File: src/rtl/bus_xfer_ctrl_if.sv
// Request handshake, register bus strobes and status signals for bus_xfer_ctrl.
interface bus_xfer_ctrl_if #(
  parameter int unsigned WIDTH  = 8,
  parameter int unsigned N_REGS = 8,
  parameter int unsigned SEL_W  = 3
);
  logic                    req_valid;
  logic                    req_ready;
  logic [SEL_W-1:0]        req_src;
  logic [SEL_W-1:0]        req_dst;
  logic                    req_imm;
  logic [WIDTH-1:0]        req_data;
  logic [N_REGS*WIDTH-1:0] regs_out;
  logic [N_REGS-1:0]       regs_en;
  logic [N_REGS-1:0]       assert_bus;
  logic [N_REGS-1:0]       load_bus;
  logic [WIDTH-1:0]        bus_value;
  logic                    done;
  logic [WIDTH-1:0]        done_data;
  logic                    err_contention;
  logic                    err_float;
  logic                    err_clear;

  // Requester / register-file side
  modport master (
    output req_valid, req_src, req_dst, req_imm, req_data,
    output regs_out, regs_en, err_clear,
    input  req_ready, assert_bus, load_bus, bus_value,
    input  done, done_data, err_contention, err_float
  );

  // Controller side
  modport slave (
    input  req_valid, req_src, req_dst, req_imm, req_data,
    input  regs_out, regs_en, err_clear,
    output req_ready, assert_bus, load_bus, bus_value,
    output done, done_data, err_contention, err_float
  );
endinterface

File: src/rtl/bus_xfer_ctrl.sv
// Register-to-register (or immediate-to-register) transfer sequencer for a
// shared wired-AND bus: IDLE -> DRIVE -> LOAD -> DONE, one transfer per 4 cycles.
module bus_xfer_ctrl #(
  parameter int unsigned WIDTH  = 8,
  parameter int unsigned N_REGS = 8,
  parameter int unsigned SEL_W  = 3
) (
  input  logic          clk,
  input  logic          reset,
  bus_xfer_ctrl_if.slave bus
);

  // Wide enough to count every register driver plus the immediate driver.
  localparam int unsigned CNT_W = $clog2(N_REGS + 2);

  typedef enum logic [1:0] {
    S_IDLE  = 2'd0,
    S_DRIVE = 2'd1,
    S_LOAD  = 2'd2,
    S_DONE  = 2'd3
  } state_e;

  state_e             state_q, state_d;
  logic [SEL_W-1:0]   src_q, src_d;
  logic [SEL_W-1:0]   dst_q, dst_d;
  logic               imm_q, imm_d;
  logic [WIDTH-1:0]   data_q, data_d;
  logic               ready_q, ready_d;
  logic [N_REGS-1:0]  assert_q, assert_d;
  logic [N_REGS-1:0]  load_q, load_d;
  logic               imm_drv_q, imm_drv_d;
  logic               done_q, done_d;
  logic [WIDTH-1:0]   done_data_q, done_data_d;
  logic               err_c_q, err_c_d;
  logic               err_f_q, err_f_d;

  logic [WIDTH-1:0]   bus_c;
  logic [CNT_W-1:0]   drv_cnt_c;
  logic               drive_d;

  // Wired-AND bus resolution with pull-up, plus a count of active drivers.
  always_comb begin
    bus_c     = '1;
    drv_cnt_c = '0;
    for (int i = 0; i < N_REGS; i++) begin
      if (bus.regs_en[i]) begin
        bus_c     = bus_c & bus.regs_out[i*WIDTH +: WIDTH];
        drv_cnt_c = drv_cnt_c + CNT_W'(1);
      end
    end
    if (imm_drv_q) begin
      bus_c     = bus_c & data_q;
      drv_cnt_c = drv_cnt_c + CNT_W'(1);
    end
  end

  // Next state, request latch, error flags and next-cycle strobe values.
  always_comb begin
    state_d     = state_q;
    src_d       = src_q;
    dst_d       = dst_q;
    imm_d       = imm_q;
    data_d      = data_q;
    done_data_d = done_data_q;
    err_c_d     = err_c_q;
    err_f_d     = err_f_q;
    ready_d     = 1'b0;
    assert_d    = '1;
    load_d      = '1;
    imm_drv_d   = 1'b0;
    done_d      = 1'b0;
    drive_d     = 1'b0;

    // Clear first so that a simultaneous set below takes priority.
    if (bus.err_clear) begin
      err_c_d = 1'b0;
      err_f_d = 1'b0;
    end

    case (state_q)
      S_IDLE: begin
        if (bus.req_valid) begin
          src_d   = bus.req_src;
          dst_d   = bus.req_dst;
          imm_d   = bus.req_imm;
          data_d  = bus.req_data;
          state_d = S_DRIVE;
        end
      end
      S_DRIVE: state_d = S_LOAD;
      S_LOAD: begin
        state_d     = S_DONE;
        done_data_d = bus_c;
        if (drv_cnt_c >= CNT_W'(2)) err_c_d = 1'b1;
        if (drv_cnt_c == CNT_W'(0)) err_f_d = 1'b1;
      end
      S_DONE:  state_d = S_IDLE;
      default: state_d = S_IDLE;
    endcase

    // Strobes are decoded from the next state so they leave a flop directly.
    ready_d   = (state_d == S_IDLE);
    done_d    = (state_d == S_DONE);
    drive_d   = (state_d == S_DRIVE) || (state_d == S_LOAD);
    imm_drv_d = drive_d && imm_d;
    for (int i = 0; i < N_REGS; i++) begin
      if (drive_d && !imm_d && (src_d == SEL_W'(i))) assert_d[i] = 1'b0;
      if ((state_d == S_LOAD) && (dst_d == SEL_W'(i))) load_d[i] = 1'b0;
    end
  end

  // State and output registers with synchronous active-low reset.
  always_ff @(posedge clk) begin
    if (!reset) begin
      state_q     <= S_IDLE;
      src_q       <= '0;
      dst_q       <= '0;
      imm_q       <= 1'b0;
      data_q      <= '0;
      ready_q     <= 1'b1;
      assert_q    <= '1;
      load_q      <= '1;
      imm_drv_q   <= 1'b0;
      done_q      <= 1'b0;
      done_data_q <= '0;
      err_c_q     <= 1'b0;
      err_f_q     <= 1'b0;
    end else begin
      state_q     <= state_d;
      src_q       <= src_d;
      dst_q       <= dst_d;
      imm_q       <= imm_d;
      data_q      <= data_d;
      ready_q     <= ready_d;
      assert_q    <= assert_d;
      load_q      <= load_d;
      imm_drv_q   <= imm_drv_d;
      done_q      <= done_d;
      done_data_q <= done_data_d;
      err_c_q     <= err_c_d;
      err_f_q     <= err_f_d;
    end
  end

  assign bus.req_ready      = ready_q;
  assign bus.assert_bus     = assert_q;
  assign bus.load_bus       = load_q;
  assign bus.bus_value      = bus_c;
  assign bus.done           = done_q;
  assign bus.done_data      = done_data_q;
  assign bus.err_contention = err_c_q;
  assign bus.err_float      = err_f_q;

endmodule

File: src/flat_wrapper.sv
// flat-port wrapper written by rule: the top's interface ports become plain ports
module bus_xfer_ctrl_flat 
#(
  parameter int unsigned WIDTH  = 8,
  parameter int unsigned N_REGS = 8,
  parameter int unsigned SEL_W  = 3
)
  (clk, reset, bus_req_valid, bus_req_src, bus_req_dst, bus_req_imm, bus_req_data, bus_regs_out, bus_regs_en, bus_err_clear, bus_req_ready, bus_assert_bus, bus_load_bus, bus_bus_value, bus_done, bus_done_data, bus_err_contention, bus_err_float);
  bus_xfer_ctrl_if #(.WIDTH(WIDTH), .N_REGS(N_REGS), .SEL_W(SEL_W)) bus_i ();
  input  logic clk;
  input  logic reset;
  input wire logic [$bits(bus_i.req_valid)-1:0] bus_req_valid;
  input wire logic [$bits(bus_i.req_src)-1:0] bus_req_src;
  input wire logic [$bits(bus_i.req_dst)-1:0] bus_req_dst;
  input wire logic [$bits(bus_i.req_imm)-1:0] bus_req_imm;
  input wire logic [$bits(bus_i.req_data)-1:0] bus_req_data;
  input wire logic [$bits(bus_i.regs_out)-1:0] bus_regs_out;
  input wire logic [$bits(bus_i.regs_en)-1:0] bus_regs_en;
  input wire logic [$bits(bus_i.err_clear)-1:0] bus_err_clear;
  output wire logic [$bits(bus_i.req_ready)-1:0] bus_req_ready;
  output wire logic [$bits(bus_i.assert_bus)-1:0] bus_assert_bus;
  output wire logic [$bits(bus_i.load_bus)-1:0] bus_load_bus;
  output wire logic [$bits(bus_i.bus_value)-1:0] bus_bus_value;
  output wire logic [$bits(bus_i.done)-1:0] bus_done;
  output wire logic [$bits(bus_i.done_data)-1:0] bus_done_data;
  output wire logic [$bits(bus_i.err_contention)-1:0] bus_err_contention;
  output wire logic [$bits(bus_i.err_float)-1:0] bus_err_float;
  assign bus_i.req_valid = bus_req_valid;
  assign bus_i.req_src = bus_req_src;
  assign bus_i.req_dst = bus_req_dst;
  assign bus_i.req_imm = bus_req_imm;
  assign bus_i.req_data = bus_req_data;
  assign bus_i.regs_out = bus_regs_out;
  assign bus_i.regs_en = bus_regs_en;
  assign bus_i.err_clear = bus_err_clear;
  assign bus_req_ready = bus_i.req_ready;
  assign bus_assert_bus = bus_i.assert_bus;
  assign bus_load_bus = bus_i.load_bus;
  assign bus_bus_value = bus_i.bus_value;
  assign bus_done = bus_i.done;
  assign bus_done_data = bus_i.done_data;
  assign bus_err_contention = bus_i.err_contention;
  assign bus_err_float = bus_i.err_float;
  bus_xfer_ctrl #(.WIDTH(WIDTH), .N_REGS(N_REGS), .SEL_W(SEL_W)) u_core (.clk(clk), .reset(reset), .bus(bus_i));
endmodule
File: config.mk
export PLATFORM = sky130hd
export DESIGN_NAME = bus_xfer_ctrl_flat
export DESIGN_NICKNAME = d
export VERILOG_FILES = /design/src/rtl/bus_xfer_ctrl_if.sv /design/src/rtl/bus_xfer_ctrl.sv /design/src/flat_wrapper.sv
export SDC_FILE = /design/constraint.sdc
export NUM_CORES = 1
export LEC_CHECK = 0
export ABC_AREA = 1
export CORE_MARGIN = 5
export CORE_UTILIZATION = 40
export CTS_CLUSTER_SIZE = 24
export DETAILED_ROUTE_END_ITERATION = 10
export PLACE_DENSITY = 0.82
export RECOVER_POWER = 100
export SYNTH_ARGS = -nofsm -noshare
export SYNTH_HDL_FRONTEND = slang
export SYNTH_SLANG_ARGS = --single-unit
File: constraint.sdc
create_clock -name clk -period 16.7 [get_ports clk]
set_clock_uncertainty 0.1 [all_clocks]
set_input_delay 4.175 -clock clk [delete_from_list [all_inputs] [get_ports clk]]
set_output_delay 4.175 -clock clk [all_outputs]
set_load 0.02 [all_outputs]
==> results of run 1 <==
==> layer usage <==
metal | share of wire (%) | global-route usage (%)
met5 | 0 | 0
met4 | 1.9 | 6.436
met1 | 42 | 22.80
met2 | 49 | 35.05
met3 | 6.9 | 4.712
==> worst paths after layout <==
| check | start | end | slack, ps |
|---|---|---|---|
| max reg2reg | u_core.state_q[0] | u_core.bus.assert_bus[1] | 14160 |
| min | u_core.bus.err_contention | u_core.bus.err_contention | 380 |
| max | bus_regs_en[5] | bus_bus_value[4] | 5730 |
| min reg2reg | u_core.bus.err_contention | u_core.bus.err_contention | 380 |
==> layout make-up <==
class	count	area (µm²)	area share, %
clock buffers	5	68.82	1.682
clock inverters	3	18.77	0.4589
inverters	71	266.5	6.516
flip-flops and latches	46	920.9	22.51
repair buffers	126	1261	30.84
well taps	80	100.1	2.447
multi-input cells	275	1454	35.55
==> through the flow <==
stage               util [%]  cell area [µm²]  total power, µW  hold slack, ps  cells
finish                 60.88             4090            406.0           378.0    606
global route           60.88             4090            441.8           392.2    606
CTS                    60.93             4094            416.4           380.4    606
detailed placement     59.63             4006            348.2           366.1    598
global placement       59.63             4006            341.3           358.8    598
floorplan                  -             2721            271.2           349.5    405
==> worst max-delay path, delay by kind of cell <==
family                 cells  cell delay [ps]
buffers and inverters      4             1750
and+or+nand+nor            1              180
AOI/OAI and AO/OA          4              590
==> state kept, by name, summed over array words and instances, names as in the netlist <==
signal	count
u_core.bus.assert_bus	8
u_core.bus.done_data	8
u_core.bus.load_bus	8
u_core.data_q	8
u_core.dst_q	3
u_core.src_q	3
u_core.state_q	2
u_core.bus.done	1
u_core.bus.err_contention	1
u_core.bus.err_float	1
u_core.bus.req_ready	1
u_core.imm_drv_q	1
u_core.imm_q	1
==> Yosys cell counts (all sizes together) <==
cell,count,area (µm²)
nor4,5,31.28
inv,69,259.0
a21oi,19,95.09
clkbuf,8,40.04
ha,13,162.7
o22ai,13,81.33
o21ai,41,209.0
nor2,54,202.7
nand4,1,6.260
buf,5,36.28
mux2i,2,20.02
o221ai,6,52.55
dfxtp,46,920.9
nand2,77,319.1
or2,10,62.56
clkinv,2,7.510
nand3,33,207.7
nor3b,1,7.510
==> where the power goes <==
group          internal [µW]  switching [µW]
sequential               134            9.49
clock                   29.5            37.8
combinational           81.2             114
==> kinds of logic (layout without fill, tap and decap cells) <==
logic type               count (synthesis)  count (layout)  share of synthesized area [%]
AND/OR/NAND/NOR                        181             181                          30.76
flip-flops                              46              46                          33.84
multiplexers                             2               2                         0.7357
AO/OA/AOI/OAI                           79              79                          16.09
adder cells (fa/ha/maj)                 13              13                          5.977
buffers and inverters                   84             205                          12.60
==> key figures, run 1 <==
Status
  – Status: completed

Finish
  – Most frequent cells in the layout: clkdlybuf4s50_1 (86), inv_1 (68), nand2_1 (67), nor2_1 (54), dfxtp_1 (46)
  – Layout cell share with drive strength beyond 1: 6.844%
  – Fin nets: 629
  – Filler cell count: slightly below 600
  – Layout area overhead: 50.30%
  – Ant. Diodes: 0
  – Commonest non-fill, non-tap cell in the layout: clkdlybuf4s50_1

CTS
  – Total CTS buffers: 5
  – CTS max path bufs: 2
  – CTS tree: done
  – Post-CTS sizing: 0
  – Clk root buf: clkbuf_8
  – CTS sink count: 46
  – Clock slew at reported path FFs: 90 ps
  – Setup bufs post-CTS: 0
  – Hold-fix buffers, CTS: 0
  – H-tree Lvls: 2
  – Clock Latency Late Sink: 300 ps

Logic synthesis
  – Area of the mapped netlist: between 2000 and 3000 µm²
  – Post-synth cell types: 28
  – #FFs+latches synth: between 40 and 50
  – Synth Net Count: 509
  – Sequential element share of the synthesized area: 33.84%
  – Cells after Synth: 405
  – Syn Area/Cell: ~6.7 µm²
  – Syn. warnings: 0

Floorplanning
  – Die ar.: 8553 µm²
  – Die Height: 92.48 µm
  – Core area: around 6700 µm²
  – Number of core rows: 30
  – Die span in x: 92.48 µm
  – I/O pins: 127
  – Initial Util: about two fifths

STA
  – Final worst setup slack: 5730 ps
  – RSZ-0062 raised after global routing: false
  – Slew HR: 54.05%
  – Slew Viols, Final: 0
  – Max frequency: around 0.09 GHz
  – Setup TNS: 0 ps
  – Final hold vios: 0
  – Period utilization: about 66%
  – Worst Max-Slew Pin Slew: 687.0 ps
  – Final setup fails: 0
  – Period minus WS final: 10970 ps

Route
  – ANT nets after route: 0
  – # DRC: 0
  – Final WL: 8.221 mm
  – Total number of vias: a little under 3000
  – Pre-antenna DRT Iters: 4
  – Initial DRC Count: 90
  – Vias per cell: just under 5
  – DR WL/cell: 13.57 µm

Min path
  – HP Class: reg -> reg
  – Hold Path Depth: 2

Critical path
  – Reg2reg path depth: 9
  – Worst EP required: 12430 ps
  – Crit Path Max Fanout: 12
  – Crit-path slowest cell: dlygate4sd3_1
  – CP Cell Sequence: dlygate4sd3_1 -> inv_1 -> o22ai_1 -> nor4_1 -> o21ai_0 -> a21oi_1 -> o21ai_0 -> inv_1 -> dlygate4sd3_1
  – Setup CP Type: in -> out
  – Nature of the critical path startpoint: input port
  – Crit-path max cell delay: just under 700 ps
  – Arr. time, crit path: roughly 6700 ps
  – Worst Setup End Kind: output pin

Placement
  – DP HPWL: 6.659 mm
  – DP Worst Slack: 5880 ps
  – PortBufs: about 130
  – Routability cong.: 0.8512

GRT
  – Congestion Overflow GR: 0
  – Vias in the first global route: just under 3000
  – Largest net degree at the start of global routing: 23
  – Initial antenna violation count: 0
  – Global Route Usage Sum: approximately 20%
  – First-pass GRT wire length: 13.75 mm

Power
  – Leakage power: 0.001969 µW
  – P per Cell Area: 99.27 nW/µm²
  – VDD IR max: 0.08844 mV

Flow run
  – Max Cap Viol: 0
Note: power is estimated with default switching activity, not from simulation.
==> inputs of run 2 (changes only) <==
CORE_UTILIZATION = 38   (was 40)
clock period = 9.9 ns   (was 16.7 ns; I/O delays follow)
==> key figures, run 2 (synthesized netlist as in run 1, its figures left out) <==
Route
  – Final WL: 8.369 mm (+1.8%)
  – Vias per cell: 4.796 (-2.1%)
  – ANT nets after route: 0 (unchanged)
  – # DRC: 0 (unchanged)
  – DR WL/cell: 13.45 µm (-0.82%)
  – Initial DRC Count: 145 (+61%)
  – Pre-antenna DRT Iters: 4 (unchanged)
  – Total number of vias: 2983 (+0.47%)

Critical path
  – Setup CP Type: in -> out
  – Worst EP required: 7330 ps (-5100 ps)
  – CP Cell Sequence: dlygate4sd3_1 -> inv_1 -> o22ai_1 -> nor4_1 -> o21ai_0 -> a21oi_1 -> o21ai_0 -> inv_1 -> dlygate4sd3_1
  – WP buf/inv: 4 (unchanged)
  – Nature of the critical path startpoint: input port
  – Crit path depth: 9 (unchanged)
  – Crit path max-delay family: buffers and inverters
  – Reg2reg path depth: 9 (unchanged)
  – Crit Path Max Fanout: 12 (unchanged)
  – Worst Setup End Kind: output pin
  – Arr. time, crit path: 5300 ps (-1390 ps)
  – Crit-path max cell delay: 670 ps (-20 ps)
  – Crit-path slowest cell: dlygate4sd3_1

Power
  – Tot Pwr: 702.4 µW (+73%)
  – Sequential Power Share: 34.5% (-0.9 points)
  – Sw Pwr: 263.6 µW (+64%)
  – Pint: 438.8 µW (+79%)
  – VDD IR max: 0.1611 mV (+82%)
  – Switch share: 37.53% (-2.1 points)
  – Combinational power share: 46.9% (-1.1 points)
  – P per Cell Area: 170.1 nW/µm² (+71%)
  – Leakage power: 0.001974 µW (+0.21%)
  – Clock network power share: 18.7% (+2.1 points)

CTS
  – H-tree Lvls: 2 (unchanged)
  – Post-CTS sizing: 0 (unchanged)
  – Clock slew at reported path FFs: 80 ps (about the same)
  – Clock Latency Late Sink: 290 ps (about the same)
  – Setup bufs post-CTS: 0 (unchanged)
  – CTS max path bufs: 2 (unchanged)
  – Hold-fix buffers, CTS: 0 (unchanged)
  – CTS tree: done
  – Total CTS buffers: 5 (unchanged)
  – CTS sink count: 46 (unchanged)
  – Clk root buf: clkbuf_8

GRT
  – Vias in the first global route: 2988 (+0.91%)
  – Congestion Overflow GR: 0 (unchanged)
  – Global Route Usage Sum: 18.89% (-0.71 points)
  – Largest net degree at the start of global routing: 23 (unchanged)
  – Initial antenna violation count: 0 (unchanged)
  – First-pass GRT wire length: 13.68 mm (-0.55%)

Finish
  – Commonest non-fill, non-tap cell in the layout: clkdlybuf4s50_1
  – Finished Core Util: 60.11% (-0.77 points)
  – Layout cell share with drive strength beyond 1: 6.464% (-0.38 points)
  – Filler cell count: 596 (+2.9%)
  – Fin nets: 629 (unchanged)
  – Ant. Diodes: 0 (unchanged)
  – Post-Layout Cell Count: 622 (+2.6%)
  – Layout area overhead: 51.72%
  – Most frequent cells in the layout: clkdlybuf4s50_1 (86), inv_1 (68), nand2_1 (67), nor2_1 (54), dfxtp_1 (46)

Floorplanning
  – Number of core rows: 30 (unchanged)
  – Die span in x: 94.63 µm (+2.3%)
  – Die Height: 94.63 µm (+2.3%)
  – Core area: 6869 µm² (+2.2%)
  – Die ar.: 8954 µm² (+4.7%)
  – Initial Util: 39.62% (-0.89 points)
  – I/O pins: 127 (unchanged)

STA
  – Final hold vios: 0 (unchanged)
  – Slew HR: 54.79% (+0.74 points)
  – Worst hold margin: 371.3 ps (-6.735 ps)
  – Final setup fails: 0 (unchanged)
  – Slew Viols, Final: 0 (unchanged)
  – Max frequency: about 0.13 GHz
  – Period utilization: 79.58%
  – Setup TNS: 0 ps (unchanged)
  – Worst Max-Slew Pin Slew: 671.1 ps (-15.93 ps)
  – RSZ-0062 raised after global routing: false
  – Period minus WS final: ~7900 ps

Status
  – Status: completed

Min path
  – HP Class: reg -> reg
  – Hold Path Depth: 2 (unchanged)

Placement
  – Placed insts: 614 (+2.7%)
  – PortBufs: 126 (unchanged)
  – DP HPWL: 6.930 mm (+4.1%)
  – Routability cong.: 0.9223 (+8.4%)

Flow run
  – Max Cap Viol: 0 (unchanged)
run 2: changes by cell type in the layout (fill, tap and decap cells not counted), sizes merged:
cell / delta
clkbuf: +2
clkinv: -2
inv: -1
bufinv: +1
run 2: worst reg2reg max path, cell delays in order (launching register included):
cell and delay, ps:
dfxtp_1 360, inv_1 80, ha_1 190, nand2_1 400, inv_1 340, or2_2 360, o21ai_0 160, inv_1 70
nor2_1 230, nand3_1 110
run 2: final cells by class:
type	instances	area, µm²	share of cell area [%]
Multi-Input combinational cell	275	1454	35.21
Clock inverter	1	30.03	0.7273
Clock buffer	7	76.32	1.848
Inverter	71	266.5	6.455
Sequential cell	46	920.9	22.30
Tap cell	96	120.1	2.909
Timing Repair Buffer	126	1261	30.55
run 2: routing by layer:
layer	vias up	wire, µm	GRT usage (%)
met5	-	0	0
met3	14	548	5.179
met2	81	4217	33.65
li1	1542	-	-
met4	0	170	5.288
met1	1346	3432	22.07
run 2: path summary, 6_finish.rpt:
check,start,endpoint,slack (ps)
min,u_core.bus.err_float,u_core.bus.err_float,370
min reg2reg,u_core.bus.err_float,u_core.bus.err_float,370
max reg2reg,u_core.state_q[0],u_core.bus.assert_bus[4],7360
max,bus_regs_en[5],bus_bus_value[5],2020
run 2: power groups by stage:
stage	logic, µW	registers, µW	clock network (µW)
finish	329	242	131
global route	375	247	142
CTS	341	243	136
detailed placement	338	248	0
global placement	331	246	0
floorplan	186	272	0
run 2: per-stage QoR:
stage / instance area (µm²) / worst slack (ps)
after global routing: 4129 / 1632
after floorplan: 2721 / 2908
final: 4129 / 2022
after detailed placement: 4026 / 1925
after CTS: 4133 / 2214
after global placement: 4026 / 2176
==> inputs of run 3 (changes only) <==
CORE_UTILIZATION = 40   (was 38)
clock period = 8 ns   (was 9.9 ns; I/O delays follow)
==> key figures, run 3 (synthesized netlist as in run 1, its figures left out) <==
Min path
  – HP Class: reg -> reg

Finish
  – Most frequent cells in the layout: clkdlybuf4s50_1 (86), inv_1 (68), nand2_1 (67), nor2_1 (54), dfxtp_1 (46)
  – Register Area: 920.9 µm² (unchanged)
  – Commonest non-fill, non-tap cell in the layout: clkdlybuf4s50_1
  – Layout area overhead: 51.13%
  – Multi-input gate area: 1454 µm² (unchanged)
  – Ant. Diodes: 0 (unchanged)
  – Layout cell share with drive strength beyond 1: 6.654% (+0.19 points)
  – Post-Layout Cell Count: 606 (-2.6%)
  – Fin nets: 629 (unchanged)
  – Filler cell count: 609 (+2.2%)

Floorplanning
  – Core area: 6719 µm² (-2.2%)
  – Die Height: 92.48 µm (-2.3%)
  – I/O pins: 127 (unchanged)
  – Initial Util: 40.50% (+0.89 points)
  – Die span in x: 92.48 µm (-2.3%)
  – Die ar.: 8553 µm² (-4.5%)
  – Number of core rows: 30 (unchanged)

Critical path
  – Setup CP Type: in -> reg
  – Top cell by count, worst path: nand2_1
  – Worst R2R Setup Slack: 5480 ps (-1880 ps)
  – Worst EP required: 8100 ps (+770 ps)
  – Reg2reg path depth: 9 (unchanged)
  – Crit path launch: bus_regs_en[0]
  – Arr. time, crit path: 7330 ps (+2030 ps)
  – Worst reg2reg endpoint: u_core.bus.assert_bus[0]
  – Crit-path max cell delay: 560 ps (-110 ps)
  – Worst Setup EP: u_core.bus.err_contention
  – Worst R2R Start: u_core.state_q[0]
  – Crit Path Max Fanout: 9 (-3)
  – Crit-path slowest cell: dlygate4sd3_1
  – Nature of the critical path startpoint: input port
  – Worst Setup End Kind: flop

Route
  – Routed wl met3: 577 µm (+5.3%)
  – Wire length on met1: 3.416 mm (-0.47%)
  – ANT nets after route: 0 (unchanged)
  – Final WL: 8.046 mm (-3.9%)
  – Pre-antenna DRT Iters: 4 (unchanged)
  – Total number of vias: 2934 (-1.6%)
  – Met2 WL: 3.878 mm (-8.0%)
  – Initial DRC Count: 93 (-36%)
  – # DRC: 0 (unchanged)
  – DR WL/cell: 13.28 µm (-1.3%)
  – Top layer used by detailed routing: met4
  – Vias per cell: 4.842 (+0.95%)

Status
  – Status: completed

CTS
  – Clock Latency Late Sink: 300 ps (about the same)
  – Post-CTS sizing: 0 (unchanged)
  – H-tree Lvls: 2 (unchanged)
  – Clk root buf: clkbuf_8
  – Total CTS buffers: 5 (unchanged)
  – CTS tree: done
  – CTS sink count: 46 (unchanged)
  – Clock slew at reported path FFs: 80 ps (about the same)
  – Hold-fix buffers, CTS: 0 (unchanged)
  – Setup bufs post-CTS: 0 (unchanged)
  – CTS max path bufs: 2 (unchanged)

STA
  – Max frequency: ~0.14 GHz
  – Period minus WS final: 7225 ps
  – RSZ-0062 raised after global routing: false
  – Period utilization: 90.32%
  – Final hold vios: 0 (unchanged)
  – Worst Max-Slew Pin Slew: 756.7 ps (+85.66 ps)
  – Slew HR: 49.02% (-5.8 points)
  – Final setup fails: 0 (unchanged)
  – Setup TNS: 0 ps (unchanged)
  – Slew Viols, Final: 0 (unchanged)

Placement
  – DP HPWL: 6.609 mm (-4.6%)
  – Routability cong.: 0.8440 (-8.5%)
  – Placed insts: 598 (-2.6%)
  – PortBufs: 126 (unchanged)

GRT
  – Initial antenna violation count: 0 (unchanged)
  – First-pass GRT wire length: 13.45 mm (-1.7%)
  – Global Route Usage Sum: 19.17% (+0.28 points)
  – Congestion Overflow GR: 0 (unchanged)
  – Vias in the first global route: 2898 (-3.0%)
  – Largest net degree at the start of global routing: 23 (unchanged)

Power
  – P per Cell Area: 213.0 nW/µm² (+25%)
  – VDD IR max: 0.1592 mV (-1.1%)
  – Leakage power: 0.001972 µW (about the same)

Flow run
  – Max Cap Viol: 0 (unchanged)
==> run 3: cell types whose count changed in the layout (fill, tap and decap cells not counted) <==
cell | before | now
clkbuf_1 | 2 | 1
clkinvlp_4 | 0 | 1
==> run 3: critical path: cells and delay by family <==
kind / cells / cell delay (ps)
and+or+nand+nor: 18 / 2060
AOI/OAI and AO/OA: 1 / 130
buffers and inverters: 8 / 1160
adders and majority gates: 7 / 1920
==> run 3: how the worst min path moves through the flow <==
stage                                          from                   endpoint  slack [ps]  cells after the start
after CTS                 u_core.bus.err_contention  u_core.bus.err_contention         380                      2
after detailed placement           u_core.data_q[1]           u_core.data_q[1]         370                      2
after global routing      u_core.bus.err_contention  u_core.bus.err_contention         390                      2
final                     u_core.bus.err_contention  u_core.bus.err_contention         380                      2
after floorplan                    u_core.data_q[0]           u_core.data_q[0]         350                      2
after global placement             u_core.data_q[1]           u_core.data_q[1]         360                      2
==> run 3: final cells by class <==
cell class	instances	area share, %
Clock buffer	6	1.765
Clock inverter	2	0.9127
Inverter	71	6.480
Multi-Input combinational cell	275	35.35
Sequential cell	46	22.39
Tap cell	80	2.434
Timing Repair Buffer	126	30.67
==> run 3: power by group <==
part           leakage [µW]  internal (µW)  switching [µW]
clock             0.0000514           93.2            75.7
sequential         0.000377            281            20.1
combinational       0.00154            169             238
==> run 3: per-layer routing <==
layer	global-route usage [%]	up-vias
met5	0	-
met4	6.312	0
met3	4.793	14
met2	33.35	88
met1	22.95	1287
li1	-	1545
==> run 3: stage by stage <==
step                      instance area (µm²)  utilization [%]  setup WS, ps  total power, µW  hold slack (ps)
after floorplan                          2721                -          1483            566.2            349.5
after global placement                   4006            59.63         748.0            710.4            357.0
after detailed placement                 4006            59.63         570.1            723.6            368.1
after CTS                                4116            61.27         884.8            896.0            380.5
after global routing                     4113            61.21         281.8            947.4            387.7
final                                    4113            61.21         774.7            876.1            375.8
